## src/rtl/tanimoto_pkg.sv

```systemverilog
// Shared sizing helpers for the tanimoto ID-pair path: pair width, slots per
// bus word, slot-count width and slot bit offsets.
package tanimoto_pkg;

    function automatic int unsigned pair_w_f(input int unsigned vec_id_w);
        return 2 * vec_id_w;
    endfunction

    // At least one slot even if a pair is wider than the bus.
    function automatic int unsigned slots_f(input int unsigned bus_w, input int unsigned pair_w);
        return (bus_w / pair_w >= 1) ? bus_w / pair_w : 1;
    endfunction

    function automatic int unsigned cnt_w_f(input int unsigned slots);
        return $clog2(slots + 1);
    endfunction

    function automatic int unsigned slot_lsb_f(input int unsigned slot, input int unsigned pair_w);
        return slot * pair_w;
    endfunction

endpackage

```

## src/rtl/rr_arbiter.sv

```systemverilog
// Round-robin arbiter: one-hot grant searching upward from a registered
// pointer; the pointer advances past the winner only when a grant is issued.
module rr_arbiter #(
    parameter int unsigned CHANNELS = 4
) (
    input  logic                clk,
    input  logic                rst,
    input  logic [CHANNELS-1:0] req_i,
    input  logic                en_i,
    output logic [CHANNELS-1:0] grant_c_o
);

    localparam int unsigned PTR_W = (CHANNELS > 1) ? $clog2(CHANNELS) : 1;
    localparam int          CH_I  = int'(CHANNELS);

    logic [PTR_W-1:0] ptr_q, ptr_d;
    logic             found_c;

    always_comb begin
        grant_c_o = '0;
        ptr_d     = ptr_q;
        found_c   = 1'b0;
        for (int i = 0; i < CH_I; i++) begin
            for (int c = 0; c < CH_I; c++) begin
                if (!found_c && req_i[c] && (((int'(ptr_q) + i) % CH_I) == c)) begin
                    found_c      = 1'b1;
                    grant_c_o[c] = en_i;
                    if (en_i) begin
                        ptr_d = PTR_W'((c + 1) % CH_I);
                    end
                end
            end
        end
    end

    always_ff @(posedge clk) begin
        if (rst) begin
            ptr_q <= '0;
        end else begin
            ptr_q <= ptr_d;
        end
    end

endmodule

```

## src/rtl/idpair_packer.sv

```systemverilog
// Merges per-lane ID pairs into BUS_WIDTH words: round-robin lane pick, an
// accumulator that fills LSB-first, and a valid/ready output register.
module idpair_packer
    import tanimoto_pkg::*;
#(
    parameter  int unsigned CHANNELS     = 4,
    parameter  int unsigned VEC_ID_WIDTH = 10,
    parameter  int unsigned BUS_WIDTH    = 512,
    localparam int unsigned PAIR_W       = pair_w_f(VEC_ID_WIDTH),
    localparam int unsigned SLOTS        = slots_f(BUS_WIDTH, PAIR_W),
    localparam int unsigned CNT_W        = cnt_w_f(SLOTS)
) (
    input  logic                         clk,
    input  logic                         rst,
    input  logic [CHANNELS-1:0]          i_IDPair_Ready,
    input  logic [CHANNELS*PAIR_W-1:0]   i_IDPair,
    output logic [CHANNELS-1:0]          o_IDPair_Read,
    input  logic                         i_Flush,
    output logic                         o_Flush_Done,
    output logic                         o_Word_Valid,
    input  logic                         i_Word_Ready,
    output logic [BUS_WIDTH-1:0]         o_Word,
    output logic [CNT_W-1:0]             o_Word_Count
);

    logic [BUS_WIDTH-1:0] acc_q, acc_d;
    logic [CNT_W-1:0]     fill_q, fill_d;
    logic                 flush_pend_q, flush_pend_d;
    logic                 word_valid_q, word_valid_d;
    logic [BUS_WIDTH-1:0] word_q, word_d;
    logic [CNT_W-1:0]     count_q, count_d;
    logic                 flush_done_q, flush_done_d;

    logic                 out_free_c, xfer_c, accept_en_c, accept_c, done_c;
    logic [PAIR_W-1:0]    pair_sel_c;
    logic [CHANNELS-1:0]  read_c;

    rr_arbiter #(
        .CHANNELS (CHANNELS)
    ) u_arb (
        .clk       (clk),
        .rst       (rst),
        .req_i     (i_IDPair_Ready),
        .en_i      (accept_en_c),
        .grant_c_o (read_c)
    );

    assign o_IDPair_Read = read_c;
    assign o_Flush_Done  = flush_done_q;
    assign o_Word_Valid  = word_valid_q;
    assign o_Word        = word_q;
    assign o_Word_Count  = count_q;

    // Transfer/accept/flush-completion decisions for this cycle.
    always_comb begin
        out_free_c  = !word_valid_q || i_Word_Ready;
        xfer_c      = out_free_c &&
                      ((fill_q == CNT_W'(SLOTS)) || (flush_pend_q && (fill_q != '0)));
        accept_en_c = !rst && !flush_pend_q && ((fill_q != CNT_W'(SLOTS)) || xfer_c);
        done_c      = flush_pend_q && (xfer_c || (fill_q == '0));
        accept_c    = |read_c;
        pair_sel_c  = '0;
        for (int c = 0; c < int'(CHANNELS); c++) begin
            if (read_c[c]) begin
                pair_sel_c = pair_sel_c | i_IDPair[c*int'(PAIR_W) +: PAIR_W];
            end
        end
    end

    // Next state; the accumulator is cleared on transfer so unfilled slots read as zero.
    always_comb begin
        acc_d        = xfer_c ? '0 : acc_q;
        fill_d       = xfer_c ? '0 : fill_q;
        word_valid_d = word_valid_q;
        word_d       = word_q;
        count_d      = count_q;
        flush_pend_d = flush_pend_q ? !done_c : i_Flush;
        flush_done_d = done_c;

        if (accept_c) begin
            for (int s = 0; s < int'(SLOTS); s++) begin
                if (fill_d == CNT_W'(s)) begin
                    acc_d[slot_lsb_f(s, PAIR_W) +: PAIR_W] = pair_sel_c;
                end
            end
            fill_d = fill_d + CNT_W'(1);
        end

        if (xfer_c) begin
            word_valid_d = 1'b1;
            word_d       = acc_q;
            count_d      = fill_q;
        end else if (word_valid_q && i_Word_Ready) begin
            word_valid_d = 1'b0;
        end
    end

    always_ff @(posedge clk) begin
        if (rst) begin
            acc_q        <= '0;
            fill_q       <= '0;
            flush_pend_q <= 1'b0;
            word_valid_q <= 1'b0;
            word_q       <= '0;
            count_q      <= '0;
            flush_done_q <= 1'b0;
        end else begin
            acc_q        <= acc_d;
            fill_q       <= fill_d;
            flush_pend_q <= flush_pend_d;
            word_valid_q <= word_valid_d;
            word_q       <= word_d;
            count_q      <= count_d;
            flush_done_q <= flush_done_d;
        end
    end

endmodule

```

## config.mk

```make
export PLATFORM = sky130hd
export DESIGN_NAME = idpair_packer
export DESIGN_NICKNAME = d
export VERILOG_FILES = /design/src/rtl/tanimoto_pkg.sv /design/src/rtl/rr_arbiter.sv /design/src/rtl/idpair_packer.sv
export SDC_FILE = /design/constraint.sdc
export NUM_CORES = 2
export LEC_CHECK = 0
export BUFFER_PORTS_ARGS = -buffer_cell sky130_fd_sc_hd__buf_2
export CORE_MARGIN = 3
export CORE_UTILIZATION = 55
export DETAILED_ROUTE_END_ITERATION = 12
export GPL_ROUTABILITY_DRIVEN = 0
export HOLD_SLACK_MARGIN = 0.03
export PLACE_DENSITY = 0.75
export SETUP_SLACK_MARGIN = 0.02
export SKIP_CTS_REPAIR_TIMING = 1
export SYNTH_ARGS = -nofsm -noshare
export SYNTH_HDL_FRONTEND = slang
export SYNTH_HIERARCHICAL = 1
export SYNTH_SLANG_ARGS = --single-unit
```

## constraint.sdc

```tcl
create_clock -name clk -period 4.6 [get_ports clk]
set_clock_uncertainty 0.1 [all_clocks]
set_input_delay 0.46 -clock clk [delete_from_list [all_inputs] [get_ports clk]]
set_output_delay 0.46 -clock clk [all_outputs]
set_load 0.02 [all_outputs]
```

## Word-level counts from Yosys, hierarchy flattened

Index checks and enable logic that the tools add are counted.
W data, S select, Z words.

| word-level totals | value |
|---|---|
| register bits | 1015 |
| output and inout port bits | 523 |
| logic and storage cells | 227 |

| operators by class | value |
|---|---|
| reduce and logical (&&, ||, !) cells | 72 |
| equality and inequality tests | 38 |
| multiplexer cells | 99 |
| bitwise logic cells | 6 |
| add/subtract/negate cells | 4 |

Operator list:

| kind | count |
|---|---|
| $mux W500 | 2 |
| $mux W20 | 29 |
| $logic_not A32 Y1 | 4 |
| $mux W2 | 32 |
| $or A20 B20 Y20 | 3 |
| $eq A5 B5 Y1 const B | 10 |
| $eq A5 B4 Y1 const B | 8 |
| $logic_and A1 B1 Y1 | 37 |
| $mux W1 | 34 |
| $eq A5 B3 Y1 const B | 4 |
| $logic_not A1 Y1 | 19 |
| $eq A3 B3 Y1 const B | 6 |
| $eq A5 B2 Y1 const B | 2 |
| $logic_not A5 Y1 | 2 |
| $mux W5 | 2 |
| $eq A3 B2 Y1 const B | 3 |
| $reduce_or A2 Y1 | 3 |
| $add A5 B1 Y5 const B | 1 |
| $eq A5 B1 Y1 const B | 1 |
| $ne A5 B5 Y1 const B | 1 |
| $reduce_bool A5 Y1 | 1 |
| $add A2 B2 Y2 const B | 2 |
| $eq A2 B2 Y1 const B | 2 |
| $logic_or A1 B1 Y1 | 4 |
| other kinds (5) | 7 |

## Longest topological paths before layout

| logic depth | value |
|---|---|
| depth after elaboration | 66 |
| depth in mapped cells | 14 |
| mapped depth without buffers | 9 |

## Modules after synthesis

Netlist, hierarchy kept.

Modules (own cells, without submodules):

| module | area an instance (µm²) | cells an instance | times used | seq. area each (µm²) |
|---|---|---|---|---|
| idpair_packer | 36915.4 | 4209 | 1 | 20279.4 |
| rr_arbiter | 367.9 | 52 | 1 | 40.0 |

## Worst setup path before layout

No wires, ideal clock.

| timing | value |
|---|---|
| path type | input to register |
| start point | in rst |
| end point | reg acc_q[260] |
| stages | 12 |
| setup slack | 1059 ps |
| arrival time | 3355 ps |
| library setup time | 86 ps |
| path through | clkbuf_1 -> clkbuf_1 -> clkbuf_1 -> nor3_1 -> buf_4 -> o211ai_1 -> a21oi_1 -> o41ai_1 -> a2111oi_1 -> clkbuf_1 -> nor2_1 -> a211oi_1 |

| on the way | value |
|---|---|
| elaborated cells between the ends (all ways) | 29 |

RTL lines:

| item | line | source |
|---|---|---|
| start: declaration | idpair_packer.sv:14 | `input logic rst,` |
| $logic_not A1 Y1 (*) | idpair_packer.sv:59 | `accept_en_c = !rst && !flush_pend_q && ((fill_q != CNT_W'(SLOTS)) \|\| xfer_c);` |
| $logic_and A1 B1 Y1 (*) (2 in a row) | idpair_packer.sv:59 |  |
| named net accept_en_c | idpair_packer.sv:34 | `logic out_free_c, xfer_c, accept_en_c, accept_c, done_c;` |
| $mux W1 (3 in a row) | rr_arbiter.sv:25 | `if (!found_c && req_i[c] && (((int'(ptr_q) + i) % CH_I) == c)) begin` |
| $mux W1 (*) | rr_arbiter.sv:25 |  |
| named net o_IDPair_Read[3] | idpair_packer.sv:17 | `output logic [CHANNELS-1:0] o_IDPair_Read,` |
| $mux W20 | idpair_packer.sv:64 | `if (read_c[c]) begin` |
| $mux W20 | idpair_packer.sv:82 | `if (fill_d == CNT_W'(s)) begin` |
| $mux W500 (*) | idpair_packer.sv:80 | `if (accept_c) begin` |
| end signal: assignment | idpair_packer.sv:100 | `acc_q <= '0;` |
| end signal: assignment | idpair_packer.sv:108 | `acc_q <= acc_d;` |
| end: declaration | idpair_packer.sv:26 | `logic [BUS_WIDTH-1:0] acc_q, acc_d;` |

The timed path passes the listed nets; every way through them passes the cells marked *.
A chain may end at the register's enable or synchronous reset.

## Worst setup path after layout

| timing | value |
|---|---|
| start point | reg fill_q[1] |
| end point | reg acc_q[16] |

| on the way | value |
|---|---|
| cells in the longest elaborated chain, start to end | 19 |
| elaborated cells between the ends (all ways) | 37 |

RTL lines:

| item | line | source |
|---|---|---|
| start: declaration | idpair_packer.sv:27 | `logic [CNT_W-1:0] fill_q, fill_d;` |
| start signal: assignment | idpair_packer.sv:109 | `fill_q <= fill_d;` |
| $reduce_bool A5 Y1 | idpair_packer.sv:58 | `((fill_q == CNT_W'(SLOTS)) \|\| (flush_pend_q && (fill_q != '0)));` |
| $logic_and A1 B1 Y1 | idpair_packer.sv:58 |  |
| $logic_or A1 B1 Y1 | idpair_packer.sv:58 |  |
| $logic_and A1 B1 Y1 | idpair_packer.sv:57 | `xfer_c = out_free_c &&` |
| $logic_or A1 B1 Y1 (*) | idpair_packer.sv:59 |  |
| $logic_and A1 B1 Y1 (*) | idpair_packer.sv:59 |  |
| named net accept_en_c | idpair_packer.sv:34 |  |
| $mux W1 (4 in a row) | rr_arbiter.sv:25 |  |
| $mux W20 | idpair_packer.sv:64 |  |
| $or A20 B20 Y20 | idpair_packer.sv:65 | `pair_sel_c = pair_sel_c \| i_IDPair[c*int'(PAIR_W) +: PAIR_W];` |
| $mux W20 | idpair_packer.sv:64 |  |
| $or A20 B20 Y20 | idpair_packer.sv:65 |  |
| $mux W20 | idpair_packer.sv:64 |  |
| $or A20 B20 Y20 | idpair_packer.sv:65 |  |
| $mux W20 | idpair_packer.sv:64 |  |
| $mux W20 | idpair_packer.sv:82 |  |
| $mux W500 (*) | idpair_packer.sv:80 |  |

Marked as above.

==> results.py <==
metrics = {
    "run_status": {
        "status": "finished clean",
    },
    "clock_tree": {
        "root_buffer": "clkbuf_16",
        "cts_buffers": 101,
        "clkSlewWorstSetupHoldPaths_ns": 0.06,
        "cts_htree_levels": 3,
        "cts_tree": "done",
        "clockBufferDepth": 3,
        "clk_latency_ns": 0.64,
        "cts.sinks": 1015,
    },
    "yosys": {
        "synth-edff-count": 0,
        "synth_fa_ha_area_frac": 0.000336,
        "synth-seq-cells": 1015,
        "syn-cell-area_um2": 37300,
        "synth_mux_area_frac": 0.00718,
        "synthFlopType": "dfxtp_1",
        "synth.most_common_cell": "dfxtp_1",
        "yosys.area.top_type": "dfxtp_1",
        "synth.distinct_cells": 62,
        "yosysWarnings": 6,
        "synth_common_cells": "1,015 x dfxtp_1, 570 x a21oi_1, 510 x o21ai_0, 507 x nand3_1, 458 x nor2_1",
        "yosys.area.top_type_share": 0.545,
        "synth.area.top_cells": "dfxtp_1 55%, a211oi_1 8.9%, a21oi_1 7.7%",
        "synthXorXnorAreaFrac": 0.000705,
        "synthCells": 4261,
        "avgSynthCellArea_um2": 8.75,
        "synth-async-reset-ratio": 0,
        "synth_compound_area_frac": 0.258,
        "yosysSeqAreaShare": 0.545,
        "synth_simple_gate_area_frac": 0.131,
        "synth_top_family_by_area": "compound AO/OA/AOI/OAI gates",
    },
    "power_and_ir_drop": {
        "p_per_area_nw_per_um2": 421,
        "seq_power_share": 0.475,
        "power_switching_mw": 4.57,
        "combPwrFrac": 0.072,
        "irDropWorstVdd_v": 0.000297,
        "p_clk_frac": 0.453,
        "p_leak_nw": 15.8,
        "p_total_mw": 18.6,
        "sw_frac_of_total": 0.245,
        "p_int_mw": 14.1,
    },
    "sta": {
        "setup_slack_ns": 0.576,
        "drv_slew": 0,
        "finalHoldViolCount": 0,
        "rsz0062_at_grt": "false",
        "period_needed_ns": 4.02,
        "slew_headroom": 0.100,
        "fmax_mhz": 248,
        "whs_ns": 0.0707,
        "setup_tns_ns": 0,
        "setup_violations": 0,
        "max_slew.worst_pin.slew_ns": 1.35,
        "fin_crit_sh": 0.875,
    },
    "min_path": {
        "min_to": "o_Word[5]",
        "hp-class": "primary input to flop",
        "hp-start": "rst",
        "worstHoldPathCells": 2,
    },
    "layout": {
        "nets": 4640,
        "area_growth_pct": 18.8,
        "drive_gt1_frac": 0.210,
        "final_cells": 5500,
    },
    "route": {
        "dr.first_iter.drc_count": 4553,
        "dr.pass1.iters": 7,
        "num_vias": 34047,
        "wl_per_cell_um": 22.4,
        "final_antenna_net_count": 0,
        "wl_mm": 123,
        "drc_errors": 0,
        "avgViaCountPerCell": 6.19,
    },
    "floorplanning": {
        "rows": 94,
        "die_x_um": 266,
        "core-area_um2": 66500,
        "floorplan.initialDensity": 0.561,
        "dieHeight_um": 266,
        "ios": 611,
        "die_area_um2": 70900,
    },
    "global_routing": {
        "grt_util_all_layers": 0.330,
        "grt_pass1_wl_mm": 185,
        "overflow": 0,
        "grt_max_degree": 272,
        "first_global_vias": 30694,
        "antenna_found_initial": 4,
    },
    "critical_path": {
        "r2r-end": "acc_q[16]",
        "critPathKind": "flop to flop",
        "required_ns": 5.02,
        "arrival_ns": 4.44,
        "end_kind": "flop",
        "r2r_slack_ns": 0.58,
        "cp-startpoint": "fill_q[1]",
        "rr_worst_depth": 9,
        "timing.rr.start": "fill_q[1]",
        "crit_fanout": 13,
        "critPathLaunchType": "flop",
    },
    "place": {
        "io_buffers": 598,
        "dpl.hpwl_mm": 70.7,
        "dp_cells": 5312,
        "pre_cts_ws_ns": 0.183,
    },
    "job": {
        "cap_violations": 0,
    },
}
-- metal layers --
layer / track usage / wire [um] / share of wire
met3: 0.0527 / 10000 / 0.081
met5: 0 / 0 / 0
met2: 0.515 / 57200 / 0.46
met1: 0.459 / 51200 / 0.42
met4: 0.135 / 4840 / 0.039
-- flip-flops by register name, summed over array words and instances, names as in the netlist --
name,count
flush_pend_q,1
acc_q,500
o_Word,500
fill_q,5
o_Word_Valid,1
o_Word_Count,5
u_arb/ptr_q,2
o_Flush_Done,1
-- power groups by stage --
stage               sequential, mW  combinational, mW  clock [mW]
global placement              9.05               1.30           0
finish                        8.86               1.34        8.45
global route                  8.86               1.38        8.87
detailed placement            9.05               1.30           0
CTS                           8.86               1.31        8.49
floorplan                     9.04              0.726           0
-- per-stage QoR --
stage / area, um2 / util
after floorplan: 37300 / -
after global placement: 40800 / 0.615
after detailed placement: 40800 / 0.615
after CTS: 44300 / 0.666
after global routing: 44300 / 0.666
final: 44300 / 0.666
-- final cells by class --
type,count,area (um2)
diodes,3,7.51
clock buffers,140,2900
clock inverters,45,526
fillers,5435,22200
inverters,4,15.0
multi-input cells,2728,15400
flip-flops and latches,1015,20300
well taps,864,1080
repair buffers,701,4030
-- critical path, cell delays in order (launching register included) --
cell and delay, ns:
dfxtp_1 0.31, or3b_2 0.57, nor3_1 0.27, nor3_2 0.15, and3_2 0.42, buf_4 0.25, a221oi_4 1.03, buf_4 0.42
nor2_1 0.06, mux2_2 0.30
-- worst max-delay path by stage --
stage,slack (ns),end
final,0.58,acc_q[16]
after global routing,0.16,acc_q[241]
after CTS,0.33,acc_q[257]
after detailed placement,0.18,acc_q[250]
after global placement,0.33,acc_q[240]
after floorplan,1.06,acc_q[260]
-- layout by cell type (no fill, tap or decap), drive strengths merged, types with 3 or more instances in the layout --
master | netlist | layout
or3b | 3 | 3
and3 | 3 | 3
mux2 | 22 | 22
a22o | 20 | 20
nor2 | 458 | 458
inv | 4 | 7
clkinvlp | 0 | 5
conb | 1 | 12
or2 | 21 | 21
a21oi | 571 | 571
o211ai | 23 | 23
nand2b | 24 | 24
o21ai | 511 | 511
nor4 | 5 | 5
nand2 | 8 | 8
nor3 | 21 | 21
clkbuf | 360 | 140
dfxtp | 1015 | 1015
o2bb2ai | 20 | 20
clkinv | 0 | 27
nand3 | 507 | 507
a221oi | 20 | 20
a211oi | 442 | 442
bufinv | 0 | 10
buf | 165 | 701
diode | 0 | 3
-- kinds of logic after synthesis --
family	Yosys count
compound gates	1625
simple gates	1063
flops	1015
buf+inv	529
mux	24
xor+xnor	3
fa+ha+maj	1
other cells	1
Note: power is estimated with default switching activity, not from simulation.
